`config.mk`:
```
export PLATFORM = sky130hd
export DESIGN_NAME = game_session_ctrl
export DESIGN_NICKNAME = d
export VERILOG_FILES = /design/src/rtl/game_pkg.sv /design/src/rtl/game_delay_timer.sv /design/src/rtl/game_session_ctrl.sv
export SDC_FILE = /design/constraint.sdc
export NUM_CORES = 1
export LEC_CHECK = 0
export ABC_CLOCK_PERIOD_IN_PS = 2000
export BUFFER_PORTS_ARGS = -buffer_cell sky130_fd_sc_hd__buf_2
export CORE_ASPECT_RATIO = 0.6
export CORE_UTILIZATION = 30
export DETAILED_ROUTE_END_ITERATION = 16
export GPL_ROUTABILITY_DRIVEN = 0
export PLACE_DENSITY_LB_ADDON = 0.3
export SLEW_MARGIN = 5
export SYNTH_ARGS = -nofsm -noshare
export SYNTH_HDL_FRONTEND = slang
export SYNTH_SLANG_ARGS = --single-unit
```
`constraint.sdc`:
```
create_clock -name clk -period 2 [get_ports clk]
set_input_delay 0.1 -clock clk [delete_from_list [all_inputs] [get_ports clk]]
set_output_delay 0.1 -clock clk [all_outputs]
set_load 0.1 [all_outputs]
```
`src/rtl/game_pkg.sv`:
```
// Shared types for the game session controller: FSM state encoding and
// overlay image-number constants.
package game_pkg;

  typedef enum logic [2:0] {
    ST_IDLE       = 3'd0,
    ST_GENERATING = 3'd1,
    ST_RUNNING    = 3'd2,
    ST_PAUSED     = 3'd3,
    ST_LIFE_LOST  = 3'd4,
    ST_GAME_OVER  = 3'd5
  } state_t;

  localparam int unsigned IMG_CONST_W = 3;

  localparam logic [IMG_CONST_W-1:0] IMG_IDLE       = 3'd0;
  localparam logic [IMG_CONST_W-1:0] IMG_PAUSED     = 3'd1;
  localparam logic [IMG_CONST_W-1:0] IMG_GAME_OVER  = 3'd2;
  localparam logic [IMG_CONST_W-1:0] IMG_GENERATING = 3'd3;
  localparam logic [IMG_CONST_W-1:0] IMG_LIFE_LOST  = 3'd4;
  localparam logic [IMG_CONST_W-1:0] IMG_RUNNING    = 3'd5;

  // Overlay image shown for each session state.
  function automatic logic [IMG_CONST_W-1:0] image_of(input state_t s);
    logic [IMG_CONST_W-1:0] img;
    img = IMG_IDLE;
    case (s)
      ST_IDLE:       img = IMG_IDLE;
      ST_PAUSED:     img = IMG_PAUSED;
      ST_GAME_OVER:  img = IMG_GAME_OVER;
      ST_GENERATING: img = IMG_GENERATING;
      ST_LIFE_LOST:  img = IMG_LIFE_LOST;
      ST_RUNNING:    img = IMG_RUNNING;
      default:       img = IMG_IDLE;
    endcase
    return img;
  endfunction

endpackage

```
`src/rtl/game_delay_timer.sv`:
```
// Loadable down-counter used to time the respawn pause after a lost life.
// done is high whenever the count has reached zero.
module game_delay_timer #(
  parameter int unsigned WIDTH = 4
) (
  input  logic             clk,
  input  logic             rst_n,
  input  logic             load,
  input  logic [WIDTH-1:0] load_value,
  input  logic             count,
  output logic             done
);

  logic [WIDTH-1:0] cnt_q;

  always_ff @(posedge clk or negedge rst_n) begin
    if (!rst_n) begin
      cnt_q <= '0;
    end else if (load) begin
      cnt_q <= load_value;
    end else if (count && (cnt_q != '0)) begin
      cnt_q <= cnt_q - 1'b1;
    end
  end

  assign done = (cnt_q == '0);

endmodule

```
`src/rtl/game_session_ctrl.sv`:
```
// Game session sequencer: level generation handshake, lives, rating, level and
// overlay image select. High-score tracking is built only with GAME_SESSION_HIGH_SCORE_EN.
module game_session_ctrl
  import game_pkg::*;
#(
  parameter int unsigned RATING_WIDTH   = 8,
  parameter int unsigned LEVEL_WIDTH    = 4,
  parameter int unsigned NUM_LIVES      = 3,
  parameter int unsigned RESPAWN_CYCLES = 16,
  parameter int unsigned NUM_IMAGES     = 8
) (
  input  logic                          clk,
  input  logic                          rst_n,
  input  logic                          i_is_win,
  input  logic                          i_is_lose,
  input  logic                          i_ready,
  input  logic                          i_start_game,
  input  logic                          i_pause_game,
  output logic                          o_regenerate_level,
  output logic                          o_game_running,
  output logic [RATING_WIDTH-1:0]       o_current_rating,
  output logic [RATING_WIDTH-1:0]       o_high_score,
  output logic                          o_new_record,
  output logic [2:0]                    o_lives,
  output logic [LEVEL_WIDTH-1:0]        o_level,
  output logic [$clog2(NUM_IMAGES)-1:0] o_image_number
);

  localparam int unsigned IMG_W  = $clog2(NUM_IMAGES);
  localparam int unsigned CNT_W  = (RESPAWN_CYCLES > 1) ? $clog2(RESPAWN_CYCLES) : 1;
  localparam int unsigned LIVES_W = 3;

  state_t state_q, state_d;

  logic                    new_game;
  logic                    do_win;
  logic                    do_lose;
  logic                    timer_load;
  logic                    timer_count;
  logic                    timer_done;
  logic [RATING_WIDTH-1:0] rating_q;
  logic [LEVEL_WIDTH-1:0]  level_q;
  logic [LIVES_W-1:0]      lives_q;
  logic                    running_q;

  game_delay_timer #(
    .WIDTH (CNT_W)
  ) u_respawn_timer (
    .clk        (clk),
    .rst_n      (rst_n),
    .load       (timer_load),
    .load_value (CNT_W'(RESPAWN_CYCLES - 1)),
    .count      (timer_count),
    .done       (timer_done)
  );

  always_ff @(posedge clk or negedge rst_n) begin
    if (!rst_n) begin
      state_q <= ST_IDLE;
    end else begin
      state_q <= state_d;
    end
  end

  // Next state plus the one-cycle action strobes that update the counters.
  always_comb begin
    state_d     = state_q;
    new_game    = 1'b0;
    do_win      = 1'b0;
    do_lose     = 1'b0;
    timer_load  = 1'b0;
    timer_count = 1'b0;
    case (state_q)
      ST_IDLE, ST_GAME_OVER: begin
        if (i_start_game) begin
          state_d  = ST_GENERATING;
          new_game = 1'b1;
        end
      end
      ST_GENERATING: begin
        if (i_ready) begin
          state_d = ST_RUNNING;
        end
      end
      ST_RUNNING: begin
        if (i_is_win) begin
          state_d = ST_GENERATING;
          do_win  = 1'b1;
        end else if (i_is_lose) begin
          do_lose = 1'b1;
          if (lives_q > LIVES_W'(1)) begin
            state_d    = ST_LIFE_LOST;
            timer_load = 1'b1;
          end else begin
            state_d = ST_GAME_OVER;
          end
        end else if (i_pause_game) begin
          state_d = ST_PAUSED;
        end
      end
      ST_PAUSED: begin
        if (i_start_game) begin
          state_d = ST_RUNNING;
        end
      end
      ST_LIFE_LOST: begin
        if (timer_done) begin
          state_d = ST_GENERATING;
        end else begin
          timer_count = 1'b1;
        end
      end
      default: begin
        state_d = ST_IDLE;
      end
    endcase
  end

  // Session counters; rating and level saturate instead of wrapping.
  always_ff @(posedge clk or negedge rst_n) begin
    if (!rst_n) begin
      rating_q  <= '0;
      level_q   <= '0;
      lives_q   <= LIVES_W'(NUM_LIVES);
      running_q <= 1'b0;
    end else begin
      running_q <= (state_d == ST_RUNNING);
      if (new_game) begin
        rating_q <= '0;
        level_q  <= '0;
        lives_q  <= LIVES_W'(NUM_LIVES);
      end else if (do_win) begin
        if (rating_q != '1) rating_q <= rating_q + 1'b1;
        if (level_q != '1)  level_q  <= level_q + 1'b1;
      end else if (do_lose) begin
        lives_q <= lives_q - 1'b1;
      end
    end
  end

`ifdef GAME_SESSION_HIGH_SCORE_EN
  logic [RATING_WIDTH-1:0] high_score_q;
  logic                    new_record_q;
  logic                    game_over_entry;

  assign game_over_entry = (state_q == ST_RUNNING) && (state_d == ST_GAME_OVER);

  always_ff @(posedge clk or negedge rst_n) begin
    if (!rst_n) begin
      high_score_q <= '0;
      new_record_q <= 1'b0;
    end else begin
      new_record_q <= 1'b0;
      if (game_over_entry && (rating_q > high_score_q)) begin
        high_score_q <= rating_q;
        new_record_q <= 1'b1;
      end
    end
  end

  assign o_high_score = high_score_q;
  assign o_new_record = new_record_q;
`else
  assign o_high_score = '0;
  assign o_new_record = 1'b0;
`endif

  assign o_regenerate_level = (state_q != ST_GENERATING) && (state_d == ST_GENERATING);
  assign o_image_number     = IMG_W'(image_of(state_q));
  assign o_game_running     = running_q;
  assign o_current_rating   = rating_q;
  assign o_lives            = lives_q;
  assign o_level            = level_q;

endmodule

```
Word level (Yosys, flattened, before mapping) --
Cells that the tools add are included.
Word-level totals: register bits after elaboration 23, input bits 7, output and inout port bits 29, word-level logic and storage cells 70
Cells by class: add/sub/neg operators 4, magnitude comparators 1, equal/unequal tests 11, mux-type cells 34, reductions and logical operators 14
Operators with widths (count):
- $mux W3 | 10
- $pmux W3 S5 | 2
- $mux W8 | 3
- $mux W4 | 5
- $mux W1 | 14
- $reduce_bool A2 Y1 | 5
- $eq A3 B2 Y1 const B | 3
- $add A8 B1 Y8 const B | 1
- $ne A8 B8 Y1 const B | 1
- $eq A3 B1 Y1 const B | 2
- $eq A3 B3 Y1 const B | 2
- $reduce_and A2 Y1 | 3
- $add A4 B1 Y4 const B | 1
- $logic_not A4 Y1 | 1
- $ne A4 B4 Y1 const B | 1
- $reduce_bool A4 Y1 | 1
- $sub A4 B1 Y4 const B | 1
- $gt A3 B1 Y1 const B | 1
- $logic_not A3 Y1 | 1
- $ne A3 B1 Y1 const B | 1
- $sub A3 B1 Y3 const B | 1
- $logic_and A1 B1 Y1 | 2
- $ne A2 B2 Y1 const B | 1
- $reduce_or A2 Y1 | 1

Logic depth before layout (Yosys ltp) --
word-level depth 7, depth in mapped cells 6, mapped depth without buffers 6

Hierarchy --
From an unflattened synthesis, not the netlist that was laid out.
Second synthesis, totals: cells, all modules 152, area total of the unflattened synthesis 1471.4 um^2
By module, submodules not included:
- game_session_ctrl | instances 1, cells each 125, area an instance 1201.2 um^2, seq. area each 478.0 um^2
- game_delay_timer | instances 1, cells each 27, area an instance 270.3 um^2, seq. area each 100.1 um^2

Least setup slack after synthesis --
Ideal clock, no wire load.
kind register to output, start point register state_q[0], end point output port o_regenerate_level, arrival 3.750 ns, data required time 1.900 ns, slack -1.850 ns, cell stages (with the launch flop) 6, path buffers 1, cells stage by stage dfrtp_1 > clkbuf_8 > nor2b_2 > a221oi_2 > o221a_2 > nor3_1
On the way: cells in the longest elaborated chain, start to end 6, elaborated cells on any way between the ends 18, classes of those cells eq/ne: 7; mux: 8; reduce/logical: 3
Ends and longest elaborated chain:
- from (decl) | line game_session_ctrl.sv:33 | state_t state_q, state_d;
- from (signal assigned) | line game_session_ctrl.sv:61 | state_q <= state_d;
- $mux W3 | line game_session_ctrl.sv:97 | end else if (i_pause_game) begin
- $mux W3 | line game_session_ctrl.sv:89 | end else if (i_is_lose) begin
- $mux W3 | line game_session_ctrl.sv:86 | if (i_is_win) begin
- $pmux W3 S5 | line game_session_ctrl.sv:73 | case (state_q)
- $eq A3 B1 Y1 | line game_session_ctrl.sv:168 | assign o_regenerate_level = (state_q != ST_GENERATING) && (state_d == ST_GENERATING);
- $logic_and A1 B1 Y1 * | line game_session_ctrl.sv:168
- to (decl) | line game_session_ctrl.sv:19 | output logic o_regenerate_level,
Mark *: on every way between the ends. The rest lies on a longest branch, timed or not.

Final worst setup path --
start point register lives_q[0] (netlist: o_lives[0]), end point output port o_regenerate_level
On the way: cells in the longest elaborated chain, start to end 7
Ends and longest elaborated chain:
- from (decl) | line game_session_ctrl.sv:43 | logic [LIVES_W-1:0] lives_q;
- from (signal assigned) | line game_session_ctrl.sv:124 | lives_q <= LIVES_W'(NUM_LIVES);
- from (signal assigned) | line game_session_ctrl.sv:131 | lives_q <= LIVES_W'(NUM_LIVES);
- from (signal assigned) | line game_session_ctrl.sv:136 | lives_q <= lives_q - 1'b1;
- $gt A3 B1 Y1 | line game_session_ctrl.sv:91 | if (lives_q > LIVES_W'(1)) begin
- $mux W1 | line game_session_ctrl.sv:91
- $mux W3 | line game_session_ctrl.sv:89
- $mux W3 | line game_session_ctrl.sv:86
- $pmux W3 S5 | line game_session_ctrl.sv:73
- $eq A3 B1 Y1 | line game_session_ctrl.sv:168
- $logic_and A1 B1 Y1 | line game_session_ctrl.sv:168
Every way passes these cells.

==> results_dict.tcl <==
set metrics [dict create \
    r2r_start "o_lives[0]" \
    start_util_pct 31.3 \
    finalWorstSetupSlack_ns -0.116 \
    wl_per_cell_um 12.3 \
    synthCells 147 \
    peakVddDrop_mv 1.18 \
    synth-seq-cells 23 \
    r2r_slack_ns 0.29 \
    cts.clk_slew.worst_paths_ns 0.09 \
    worstMarginPinSlew_ns 0.538 \
    synth_edf_count 0 \
    multiInputGateArea_um2 796 \
    antenna_cells 0 \
    synth_xor_xnor_area_share_pct 6.12 \
    totalWireLength_mm 2.99 \
    final_net_count 192 \
    drive_gt1_share_pct 30.7 \
    finalSetupViolations 1 \
    fillers 471 \
    post-place-ws_ns 0.0979 \
    cts_root_buffer "clkbuf_8" \
    syn_area_mm2 0.00143 \
    htreeDepth 1 \
    power.leakage_nw 0.842 \
    drt_iter0_markers 41 \
    grt-ovfl-total 0 \
    grt_pass1_wl_mm 5.19 \
    synth_top_family_by_area "simple AND/OR/NAND/NOR gates" \
    yosysSeqAreaShare_pct 40.4 \
    fin_cells 242 \
    coreArea_mm2 0.00456 \
    final_common_cell "buf_2" \
    cts_tree "yes" \
    core.rowCount 19 \
    async_flop_share_pct 100 \
    ys.flop_type "dfrtp_1" \
    fmax_mhz 473 \
    die_h_um 55.5 \
    slew_violations 0 \
    layout_common_cells "buf_2 (25), dfrtp_1 (21), nand2_1 (13), nor2_1 (11), nand3_1 (10)" \
    worstPathCellList "ha_4, o21ba_4, o21a_1, o221a_4, nor3_4, buf_12" \
    cts_buffers 3 \
    rsz0062_at_grt "yes" \
    hp-class "primary input to flop" \
    ys_types 41 \
    use_met3_pct 4.13 \
    cap_violations 0 \
    finalCriticalPeriod_ns 2.12 \
    antenna_found_initial 0 \
    track_usage_pct 13.1 \
    synth-compound-area-share_pct 13.7 \
    dpl.cell_count 233 \
    hold_start "i_ready" \
    avgSynthCellArea_um2 9.73 \
    clock-sinks 23 \
    synthAdderAreaFrac_pct 4.37 \
    total_power_mw 2.97 \
    violations "setup timing" \
    io_buffers 26 \
    path_class "flop to output port" \
    cp_slowest_cell "dfstp_4" \
    synth_largest_area_cell "dfrtp_1" \
    die_area_mm2 0.00506 \
    hold_viol_final 0 \
    synth_top_area_share_pct 36.7 \
    end_kind "output port" \
    antenna_left 0 \
    critPathMaxStageDelay_ns 0.63 \
    arrival_ns 2.02 \
    fin_crit_sh_pct 106 \
    synth_area_leaders "dfrtp_1 (37%), buf_4 (5.2%), ha_1 (4.4%)" \
    critPathLaunch "o_lives[0]" \
    synthSimpleGateAreaFrac_pct 24.4 \
    postLayoutCoreUtil_pct 38.0 \
    die_w_um 91.1 \
    max-slew-margin-rel_pct 64.1 \
    drc_errors 0 \
    grt.busiest_layer "met1" \
    vias_per_cell 4.50 \
    hpwl_mm 2.17 \
    ioPinCount 36 \
    status "finished with violations" \
    met2_usage_pct 18.1 \
    vias 1090 \
    powerDensity_mw_per_mm2 1710 \
    use_met1_pct 19.7 \
    drt_pass1_iterations 4 \
    clock_path_buffers 2 \
    grt_pass1_vias 1031 \
    clock_skew_ns 0.00523 \
    grt_max_degree 24 \
    insertion_delay_ns 0.27 \
    crit_fanout 2 \
    critPathRequiredTime_ns 1.90 \
    regArea_um2 582 \
    area_delta_synth_final_pct 21.4 \
    cp-start-kind "flop" \
    yosys_warnings 0 \
    synthMuxAreaShare_pct 0.700 \
]
[kinds of logic (layout without fill, tap and decap cells)]
logic type,after synthesis,after routing
xor+xnor,10,10
flops,23,23
fa+ha+maj,5,5
simple gates,60,60
buf+inv,21,45
other cells,1,9
mux,1,1
compound gates,26,26
[power by group]
part           internal (mW)  switching, mW
Combinational          0.531           1.35
Clock                  0.139          0.155
Sequential             0.609          0.181
Total                   1.28           1.69
[cells in the mapped netlist (2+ instances only)]
| library cell | instances |
|---|---|
| and3b_1 | 2 |
| buf_4 | 10 |
| nand4b_1 | 2 |
| dfrtp_1 | 21 |
| inv_1 | 7 |
| xnor2_1 | 4 |
| and3_1 | 3 |
| nor3b_4 | 2 |
| nor3_1 | 3 |
| nand3b_1 | 3 |
| xor2_1 | 6 |
| buf_6 | 2 |
| nand2_1 | 14 |
| ha_1 | 5 |
| o31ai_1 | 2 |
| o21ai_0 | 6 |
| nand3_1 | 11 |
| nor2_1 | 11 |
| dfstp_2 | 2 |
| nand4_1 | 2 |
| a21oi_1 | 6 |
| o211ai_1 | 4 |
[worst paths after layout]
| check | cells after the start | endpoint |
|---|---|---|
| max in group asynchronous | 2 | o_current_rating[3] |
| hold / removal | 3 | state_q[1] |
| setup / recovery | 6 | o_regenerate_level |
| hold reg to reg | 2 | o_lives[1] |
| setup reg to reg | 6 | o_game_running |
| min in group asynchronous | 2 | o_current_rating[0] |
[cell type report]
| class | count | area share, % |
|---|---|---|
| Clock buffer | 3 | 2.38 |
| Clock inverter | 1 | 0.288 |
| Inverter | 7 | 1.51 |
| Multi-Input combinational cell | 111 | 45.8 |
| Sequential cell | 23 | 33.5 |
| Tap cell | 63 | 4.54 |
| Timing Repair Buffer | 34 | 12.0 |
[timing repair]
action / 4_1_cts / 5_1_grt
hold buffers: 1 / 0
endpoints found under the setup margin: 1 / 1
pin swaps: 2 / 1
hold endpoints to repair: 21 / 0
cloned: 0 / 0
resized for setup: 4 / 1
setup buffers: 4 / 0
[worst max-delay path: cells and delay by family, from the launching register on]
kind	cells	cell delay, ns
simple gates	1	0.22
flops	1	0.63
compound gates	3	0.57
buf+inv	1	0.20
fa+ha+maj	1	0.11
[metrics by stage]
step	hold WS, ns	cell area [µm²]	TNS (ns)
3_3_place_gp	0.117	1630	0
4_1_cts	0.124	1730	-0.117
5_1_grt	0.158	1740	-0.191
6_report	0.129	1740	-0.116
2_1_floorplan	-0.196	1500	-0.423
3_5_place_dp	0.123	1630	0
[sequential cells by signal, indices dropped and copies added (netlist names)]
name                   cells
o_current_rating           8
o_level                    4
u_respawn_timer.cnt_q      4
o_lives                    3
state_q                    3
o_game_running             1
[per-layer routing]
layer | routed length, µm | part of all wire, % | vias up
li1 | - | - | 561
met1 | 1600 | 54 | 499
met2 | 1200 | 40 | 26
met3 | 138 | 4.6 | 4
met4 | 46 | 1.5 | 0
met5 | 0 | 0 | -
No activity file was read; power rests on OpenSTA's default activity.
